**config.mk**
```make
export PLATFORM = sky130hd
export DESIGN_NAME = reg_file_arbiter
export DESIGN_NICKNAME = d
export VERILOG_FILES = /design/src/rtl/reg_file_arbiter.sv
export SDC_FILE = /design/constraint.sdc
export NUM_CORES = 1
export LEC_CHECK = 0
export ABC_AREA = 1
export BUFFER_PORTS_ARGS = -buffer_cell sky130_fd_sc_hd__buf_2
export CAP_MARGIN = 5
export CORE_ASPECT_RATIO = 0.9
export CORE_MARGIN = 2
export CORE_UTILIZATION = 40
export DETAILED_ROUTE_END_ITERATION = 8
export PLACE_DENSITY = 0.69
export SLEW_MARGIN = 10
export SYNTH_ARGS = -nofsm -noshare
export SYNTH_HDL_FRONTEND = slang
export SYNTH_SLANG_ARGS = --single-unit
```
**constraint.sdc**
```tcl
create_clock -name CLK -period 1.4 [get_ports CLK]
set_clock_uncertainty 0.2 [all_clocks]
set_input_delay 0.28 -clock CLK [delete_from_list [all_inputs] [get_ports CLK]]
set_output_delay 0.28 -clock CLK [all_outputs]
set_load 0.1 [all_outputs]
```
**src/rtl/reg_file_arbiter.sv**
```systemverilog
// Two-requester arbiter in front of a single-port register file, with per-port read data return.
// Define ARB_FIXED_PRIO_EN to give port 0 fixed priority on ties instead of round-robin.
module reg_file_arbiter #(
  parameter int DATA_WIDTH = 16,
  parameter int ADDR_WIDTH = 3
) (
  input  logic                  CLK,
  input  logic                  RST,
  input  logic                  Req0,
  input  logic                  Req1,
  input  logic                  Wr0,
  input  logic                  Wr1,
  input  logic [ADDR_WIDTH-1:0] Addr0,
  input  logic [ADDR_WIDTH-1:0] Addr1,
  input  logic [DATA_WIDTH-1:0] WrData0,
  input  logic [DATA_WIDTH-1:0] WrData1,
  output logic                  Gnt0,
  output logic                  Gnt1,
  output logic [DATA_WIDTH-1:0] RdData0,
  output logic [DATA_WIDTH-1:0] RdData1,
  output logic                  RdValid0,
  output logic                  RdValid1,
  output logic                  Busy,
  output logic                  RF_WrEn,
  output logic                  RF_RdEn,
  output logic [ADDR_WIDTH-1:0] RF_Address,
  output logic [DATA_WIDTH-1:0] RF_WrData,
  input  logic [DATA_WIDTH-1:0] RF_RdData
);
  typedef enum logic [1:0] {IDLE, ISSUE, RDWAIT, RDDONE} state_e;

  state_e                state_q, state_d;
  logic                  port_q, port_d;
  logic [1:0]            gnt_q, gnt_d;
  logic [1:0]            rd_valid_q, rd_valid_d;
  logic [DATA_WIDTH-1:0] rd_data0_q, rd_data0_d;
  logic [DATA_WIDTH-1:0] rd_data1_q, rd_data1_d;
  logic                  rf_wr_en_q, rf_wr_en_d;
  logic                  rf_rd_en_q, rf_rd_en_d;
  logic [ADDR_WIDTH-1:0] rf_addr_q, rf_addr_d;
  logic [DATA_WIDTH-1:0] rf_wr_data_q, rf_wr_data_d;
  logic                  win, win_wr;
`ifndef ARB_FIXED_PRIO_EN
  logic                  last_q, last_d;
`endif

  // Winner is only meaningful when at least one request is up.
  always_comb begin
`ifdef ARB_FIXED_PRIO_EN
    win = ~Req0;
`else
    win = (Req0 && Req1) ? ~last_q : Req1;
`endif
    win_wr = win ? Wr1 : Wr0;
  end

  // Outputs are computed one state ahead so that they are registered in the state they belong to.
  always_comb begin
    state_d      = state_q;
    port_d       = port_q;
    gnt_d        = '0;
    rd_valid_d   = '0;
    rd_data0_d   = rd_data0_q;
    rd_data1_d   = rd_data1_q;
    rf_wr_en_d   = 1'b0;
    rf_rd_en_d   = 1'b0;
    rf_addr_d    = rf_addr_q;
    rf_wr_data_d = rf_wr_data_q;
`ifndef ARB_FIXED_PRIO_EN
    last_d       = last_q;
`endif
    case (state_q)
      IDLE: begin
        if (Req0 || Req1) begin
          port_d       = win;
          gnt_d[win]   = 1'b1;
          rf_wr_en_d   = win_wr;
          rf_rd_en_d   = ~win_wr;
          rf_addr_d    = win ? Addr1 : Addr0;
          rf_wr_data_d = win ? WrData1 : WrData0;
`ifndef ARB_FIXED_PRIO_EN
          last_d       = win;
`endif
          state_d      = ISSUE;
        end
      end
      ISSUE:   state_d = rf_wr_en_q ? IDLE : RDWAIT;
      RDWAIT: begin
        if (port_q) rd_data1_d = RF_RdData;
        else        rd_data0_d = RF_RdData;
        rd_valid_d[port_q] = 1'b1;
        state_d = RDDONE;
      end
      RDDONE:  state_d = IDLE;
      default: state_d = IDLE;
    endcase
  end

  always_ff @(posedge CLK) begin
    if (RST) begin
      state_q      <= IDLE;
      port_q       <= 1'b0;
      gnt_q        <= '0;
      rd_valid_q   <= '0;
      rd_data0_q   <= '0;
      rd_data1_q   <= '0;
      rf_wr_en_q   <= 1'b0;
      rf_rd_en_q   <= 1'b0;
      rf_addr_q    <= '0;
      rf_wr_data_q <= '0;
`ifndef ARB_FIXED_PRIO_EN
      last_q       <= 1'b1;
`endif
    end else begin
      state_q      <= state_d;
      port_q       <= port_d;
      gnt_q        <= gnt_d;
      rd_valid_q   <= rd_valid_d;
      rd_data0_q   <= rd_data0_d;
      rd_data1_q   <= rd_data1_d;
      rf_wr_en_q   <= rf_wr_en_d;
      rf_rd_en_q   <= rf_rd_en_d;
      rf_addr_q    <= rf_addr_d;
      rf_wr_data_q <= rf_wr_data_d;
`ifndef ARB_FIXED_PRIO_EN
      last_q       <= last_d;
`endif
    end
  end

  assign Gnt0       = gnt_q[0];
  assign Gnt1       = gnt_q[1];
  assign RdValid0   = rd_valid_q[0];
  assign RdValid1   = rd_valid_q[1];
  assign RdData0    = rd_data0_q;
  assign RdData1    = rd_data1_q;
  assign RF_WrEn    = rf_wr_en_q;
  assign RF_RdEn    = rf_rd_en_q;
  assign RF_Address = rf_addr_q;
  assign RF_WrData  = rf_wr_data_q;
  assign Busy       = (state_q != IDLE);
endmodule

```
### Word-level counts from Yosys, hierarchy flattened

Cells that the tools add are included.

* flip-flop bits (word level): 61

* magnitude comparators: 4
* equality and inequality tests: 4
* multiplexer cells: 11
* bitwise logic cells: 6
* reduce and logical (&&, ||, !) cells: 11

Operator list (number)
* $mux 16: 1
* $pmux 2 s4: 1
* $not 1->1: 6
* $reduce_and 2->1: 3
* $eq 2x2->1 const B: 2
* $lt 1x2->1 const B: 2
* $mux 1: 4
* $mux 2: 2
* $logic_and 1x1->1: 3
* $mux 3: 1
* $reduce_or 3->1: 1
* $demux 1 s1: 2
* $eq 2x1->1 const B: 1
* $ge 1x1->1 const B: 2
* $logic_not 2->1: 1
* $ne 2x2->1 const B: 1
* $reduce_bool 2->1: 1
* $reduce_or 2->1: 1
* $logic_or 1x1->1: 1

### Depth between registers and ports, before layout

Gate-level depths: netlist of the first run.

* depth after elaboration: 6
* mapped depth: 7

### Worst setup path before layout of the first run

Ideal clock, no wire load.

* kind: register to register
* start point: reg state_q[0]
* end point: reg rf_wr_data_q[10] (netlist: RF_WrData[10])
* library setup time: 0.112 ns
* arrival: 1.591 ns
* data required time: 1.088 ns
* setup slack: -0.503 ns
* cell stages (with the launch flop): 8
* buffers on the path: 1
* cell sequence: dfxtp_1 -> inv_2 -> nand2_1 -> nor2_1 -> buf_2 -> nand2_1 -> nor2_1 -> nor2_1

* word-level cells in the longest chain between the ends: 2

RTL lines
* start: declaration: RTL line 32 `state_e state_q, state_d;`
* start signal: assignment: RTL line 115 `state_q <= state_d;`
* $logic_not 2->1: RTL line 72 `case (state_q)`
* $reduce_and 2->1 (no line)
* end signal: assignment: RTL line 124 `rf_wr_data_q <= rf_wr_data_d;`
* end: declaration: RTL line 41 `logic [DATA_WIDTH-1:0] rf_wr_data_q, rf_wr_data_d;`

No other way between the ends.
A chain may end at the register's enable or synchronous reset.

==> results of run 1 <==
[sequential cells by signal, indices dropped and copies added, names as in the netlist, named ones only]
| register | cells |
|---|---|
| RF_Address | 3 |
| RF_RdEn | 1 |
| RF_WrData | 16 |
| RF_WrEn | 1 |
| RdData0 | 16 |
| RdData1 | 16 |
| gnt_q | 2 |
| last_q | 1 |
| port_q | 1 |
| rd_valid_q | 2 |
| state_q | 1 |
[synth_stat cells, drive strengths merged]
| library cell | n |
|---|---|
| nand4 | 16 |
| nand3b | 1 |
| dfxtp | 61 |
| o21ai | 1 |
| buf | 26 |
| clkbuf | 2 |
| a21oi | 19 |
| inv | 38 |
| nor3 | 1 |
| a21boi | 19 |
| a211oi | 1 |
| nor2 | 79 |
| nand2 | 113 |
| nand3 | 23 |
[worst register-to-register path, stage by stage, from the launching register on]
cell	delay, ps
dfxtp_2	340
inv_4	80
buf_4	240
buf_4	200
nand4_1	110
a21oi_1	170
[area by class of cell]
class	instances	area (um^2)
Timing Repair Buffer	150	1820
Fill cell	534	1740
Multi-Input combinational cell	277	1340
Sequential cell	61	1290
Inverter	38	150
Clock buffer	9	124
Tap cell	90	113
Clock inverter	7	75.1
[cell families after synthesis]
| kind of cell | after synthesis | synth area share (%) |
|---|---|---|
| simple gates | 233 | 35.2 |
| buf+inv | 66 | 11.9 |
| flops | 61 | 43.8 |
| compound gates | 40 | 9.11 |
[power by group through the flow]
stage	Sequential, mW	Clock (mW)	Combinational [mW]
2_1_floorplan	2.91	0	0.579
3_3_place_gp	2.07	0	2.20
3_5_place_dp	2.08	0	2.23
4_1_cts	2.04	1.60	2.28
5_1_grt	2.06	1.69	2.48
6_report	2.05	1.58	2.34
[per-layer routing]
layer  track usage, %  wire length (um)  share of wire [%]
met5                0                 0                  0
met4             8.28               224                2.7
met3             5.99               756                9.0
met2             35.4              4040                 48
met1             26.0              3380                 40
[what timing repair did]
action	CTS	global route
hold buffers	12	0
hold endpoints to repair	14	0
gates resized for setup	5	15
pin swaps	2	2
setup endpoints to repair	20	56
cloned	1	5
setup buffers	3	1
[metrics by stage]
step | instances | worst slack, ps | instance area, um^2
2_1_floorplan | 400 | 11.0 | 2870
3_3_place_gp | 596 | -53.7 | 4430
6_report | 632 | -74.3 | 4910
5_1_grt | 632 | -101 | 4910
4_1_cts | 627 | -76.9 | 4790
3_5_place_dp | 596 | -158 | 4430
[worst paths after layout]
check / cells past startpoint / slack, ps / end / startpoint
worst max register to register: 5 / -10 / RdData1[11]$_SDFFE_PP0P_ / state_q[0]$_SDFFE_PP0P_
worst min-delay path: 3 / 5 / RdData0[0]$_SDFFE_PP0P_ / RF_RdData[0]
worst max-delay path: 3 / -70 / Busy / flip-flop
worst min register to register: 2 / 290 / RdData1[14]$_SDFFE_PP0P_ / RdData1[14]$_SDFFE_PP0P_
==> results_dict.tcl, run 1 <==
set metrics [dict create \
    drc 0 \
    yosys_warnings 0 \
    syn_to_final_growth_pct 76.2 \
    fin_ws_ps -74.3 \
    hold_class "input port to flip-flop" \
    power.density_mw_per_mm2 1210 \
    viasPerCell 4.78 \
    drt_wl_total_um 8400 \
    status "finished, violations left" \
    final_nets 597 \
    worstPathBufferInverterCount 2 \
    netSwitchingPower_mw 2.39 \
    row_count 28 \
    drt_iter0_markers 121 \
    worstSetupPathType "flip-flop to output pin" \
    syn_area_per_cell_um2 6.97 \
    critical_path.max_stage_delay_ps 360 \
    drive_gt1_share_pct 41.7 \
    fmax_mhz 678 \
    core-area_mm2 0.00666 \
    io_buffers 117 \
    path_delay_family "flip-flops" \
    fin_crit_sh_pct 105 \
    hpwl_um 5530 \
    dieWidth_um 92.0 \
    maxCapViolations 0 \
    worstSetupStartpointType "flip-flop" \
    fp.dieArea_mm2 0.00766 \
    slowest_stage "dfxtp_4" \
    slew_headroom_pct 80.8 \
    cts_tree "yes" \
    switching_share_pct 40.0 \
    diodes 0 \
    seq_area_frac_synth_pct 43.8 \
    io_pins 118 \
    place.gp.congestion 0.813 \
    finalSetupViolCount 2 \
    fin_crit_ps 1470 \
    h-tree-depth 3 \
    peakVddDrop_mv 0.733 \
    layout_commonest_cell "nand2_1" \
    dr_total_vias 3019 \
    rsz0062_at_grt "yes" \
    fin_tns_setup_ps -80.6 \
    worstPathRequired_ps 920 \
    mostFrequentLayoutCells "110 x nand2_1, 77 x nor2_1, 62 x buf_12" \
    arrival_ps 990 \
    p_comb_share_pct 39.2 \
    yosysUniqueCellTypes 21 \
    crit_fanout 3 \
    start_util_pct 41.9 \
    maxSlewViolCount 0 \
    cts_buffer_depth 2 \
    finalPower_mw 5.97 \
    antenna_found_initial 0 \
    syn_inst 400 \
    ant_nets 0 \
    synth_area_leaders "dfxtp_1 44%, nand2_1 15%, nor2_1 10%, inv_1 4.8%, nand3_1 3.9%" \
    violations "setup timing" \
    grt_pass1_wl_um 13300 \
    p_leak_nw 2.28 \
    grt_pass1_vias 2826 \
    clkLatencyLatePin_ps 340 \
    root_buffer "clkbuf_8" \
    cell_internal_pwr_mw 3.58 \
    p_seq_share_pct 34.3 \
    cts_made_buffers 9 \
    cts.sinks 61 \
    grt_max_degree 43 \
    tightest_slew_ps 288 \
    fin_util_pct 73.8 \
    synth-seq-cells 61 \
    hold_viol 0 \
    syn-num-nets 460 \
    syn_area_mm2 0.00279 \
    path_cells "inv_4 -> nand2_8 -> buf_12" \
    cp-end-kind "output pin" \
    yosysTopAreaCell "dfxtp_1" \
    firstDrtPassIters 4 \
    synth_top_area_share_pct 43.8 \
    clock_power_share_pct 26.5 \
    fin_hold_ws_ps 5.34 \
    grt_overflow 0 \
    clk_pin_slew_ps 80 \
    wl_per_cell_um 13.3 \
    die_h_um 83.2 \
    track_usage_pct 21.3 \
]
No activity file was read; power rests on OpenSTA's default activity.
==> run 2: changes to the inputs <==
--- a/config.mk
+++ b/config.mk
@@ -11,7 +11,7 @@
 export CORE_ASPECT_RATIO = 0.9
 export CORE_MARGIN = 2
-export CORE_UTILIZATION = 40
+export CORE_UTILIZATION = 45
 export DETAILED_ROUTE_END_ITERATION = 8
-export PLACE_DENSITY = 0.69
+export PLACE_DENSITY = 0.76
 export SLEW_MARGIN = 10
 export SYNTH_ARGS = -nofsm -noshare
==> constraint.sdc (replaced) <==
create_clock -name CLK -period 1.4 [get_ports CLK]
set_clock_uncertainty 0.2 [all_clocks]
set_input_delay 0.14 -clock CLK [delete_from_list [all_inputs] [get_ports CLK]]
set_output_delay 0.14 -clock CLK [all_outputs]
set_load 0.1 [all_outputs]
==> run 2 against run 1 <==
Net effect:
- the run now ends clean
- total power fell by 2.1%
- clock power up 4%
- global-route usage is 5.6 points higher
- setup slack better by 100 ps
- critical path depth did not move
- via count increased by 9.2%
- sequential share of layout area rose by 1.3 points
- register-to-register slack improved by 40 ps
- design area fell by 4.9%
- utilization increased by 3.5 points
- non-clock buffer count increased by 40
- first-iteration DRC count up 4.1%
- critical endpoint unchanged
- highest routed layer unchanged
==> results_dict.tcl, run 2 (synthesis gave the netlist of run 1 again) <==
set metrics [dict create \
    status "complete, no violations" \
    io_pins 118 \
    hold_class "input port to flip-flop" \
    cts_buffer_depth 2 \
    peakVddDrop_mv 0.743 \
    grt_overflow 0 \
    row_count 27 \
    maxCapViolations 0 \
    p_seq_share_pct 34.3 \
    ant_nets 0 \
    drt_wl_total_um 9370 \
    arrival_ps 1030 \
    path_delay_family "flip-flops" \
    finalSetupViolCount 0 \
    fp.dieArea_mm2 0.00684 \
    drive_gt1_share_pct 38.5 \
    dr_total_vias 3298 \
    worstHoldEndpoint "RF_WrData[1]$_SDFFE_PP0P_" \
    finalPower_mw 5.84 \
    crit_fanout 3 \
    mostFrequentLayoutCells "109 x nand2_1, 75 x nor2_1, 61 x buf_4" \
    place.gp.congestion 0.800 \
    antenna_found_initial 0 \
    worstSetupPathType "flip-flop to output pin" \
    cell_internal_pwr_mw 3.54 \
    power.density_mw_per_mm2 1250 \
    cts_tree "yes" \
    hold_path_startpoint "WrData0[1]" \
    syn_to_final_growth_pct 67.6 \
    p_comb_share_pct 37.5 \
    viasPerCell 5.04 \
    timing.rr.end "RF_WrData[15]$_SDFFE_PP0P_" \
    hpwl_um 4850 \
    grt_max_degree 42 \
    die_h_um 78.7 \
    fin_hold_ws_ps 62.3 \
    final_design_area_no_fill_mm2 0.00467 \
    slowest_stage "dfxtp_2" \
    grt_pass1_wl_um 14500 \
    grt_pass1_vias 3131 \
    p_leak_nw 2.30 \
    netSwitchingPower_mw 2.30 \
    worstPathRequired_ps 1060 \
    cts_made_buffers 9 \
    firstDrtPassIters 5 \
    fin_tns_setup_ps 0 \
    switching_share_pct 39.4 \
    r2r_setup_slack_ps 30 \
    clkLatencyLatePin_ps 330 \
    clk_pin_slew_ps 70 \
    diodes 0 \
    worstReg2RegStart "state_q[0]$_SDFFE_PP0P_" \
    rsz0062_at_grt "yes" \
    worstSetupStartpointType "flip-flop" \
    final_nets 637 \
    cts.sinks 61 \
    clock_power_share_pct 28.2 \
    layout_commonest_cell "nand2_1" \
    wl_per_cell_um 14.3 \
    fin_crit_ps 1370 \
    fin_crit_sh_pct 98.0 \
    maxSlewViolCount 0 \
    dpl_cell_area_mm2 0.00364 \
    fin_util_pct 77.3 \
    io_buffers 117 \
    path_cells "inv_4 -> nand2_8 -> buf_12" \
    dieWidth_um 87.0 \
    cp-end-kind "output pin" \
    root_buffer "clkbuf_8" \
    reg2reg_depth 7 \
    slew_headroom_pct 69.0 \
    core-area_mm2 0.00605 \
    drc 0 \
    critical_path.max_stage_delay_ps 390 \
    fmax_mhz 729 \
    start_util_pct 46.1 \
    drt_iter0_markers 126 \
    whs_path_depth 4 \
    tightest_slew_ps 466 \
    track_usage_pct 26.9 \
    h-tree-depth 3 \
    hold_viol 0 \
    worstPathBufferInverterCount 2 \
]
[run 2: worst max-delay path by stage]
stage / start / end / slack, ps / cells past startpoint
6_report: state_q[0]$_SDFFE_PP0P_ / Busy / 30 / 3
5_1_grt: flip-flop / RF_WrData[15]$_SDFFE_PP0P_ / -30 / 7
4_1_cts: state_q[0]$_SDFFE_PP0P_ / Busy / 4 / 3
3_5_place_dp: Req0 / RF_Address[0]$_SDFFE_PP0P_ / -100 / 5
3_3_place_gp: Req0 / RF_Address[1]$_SDFFE_PP0P_ / -60 / 5
2_1_floorplan: state_q[0]$_SDFFE_PP0P_ / RF_WrData[10]$_SDFFE_PP0P_ / 40 / 7
[run 2: power by group through the flow]
stage / logic [mW] / registers [mW] / clock network, mW
2_1_floorplan: 0.579 / 2.91 / 0
3_3_place_gp: 1.86 / 2.02 / 0
3_5_place_dp: 1.88 / 2.02 / 0
4_1_cts: 2.09 / 1.99 / 1.67
5_1_grt: 2.31 / 2.02 / 1.76
6_report: 2.19 / 2.00 / 1.65
[run 2: cell type report]
type,count,area (um^2)
sequential,61,1290
inverter,38,149
tap,72,90.1
timing repair buffer,190,1580
multi-input combinational,277,1350
clock inverter,3,42.5
fill,398,1370
clock buffer,13,169
[run 2: metal layers]
metal | vias up | global-route usage (%) | part of all wire, % | routed length [um]
met4 | 0 | 12.8 | 2.5 | 237
met3 | 25 | 5.78 | 8.0 | 750
met2 | 179 | 45.3 | 51 | 4730
met5 | - | 0 | 0 | 0
li1 | 1609 | - | - | -
met1 | 1485 | 32.2 | 39 | 3650
[run 2: per-stage QoR]
stage                     instances  worst slack, ps
after floorplan                 400             37.2
after global placement          577            -56.6
after detailed placement        577            -98.8
after CTS                       649             3.85
after global routing            654            -31.2
final                           654             27.6
[run 2: worst reg2reg max path: stages, from the launching register on]
cell and delay (ps):
dfxtp_2 360, inv_4 90, nand2_8 60, nor2_4 150
buf_12 150, nand2_1 90, nor2_2 110, nor2_1 50
[run 2: repair_timing]
action                     CTS  global route
gates cloned                 2             3
hold buffers                54             0
resized for setup           57            13
hold endpoints to repair    52             0
setup endpoints to repair   86            47
setup buffers                0             2
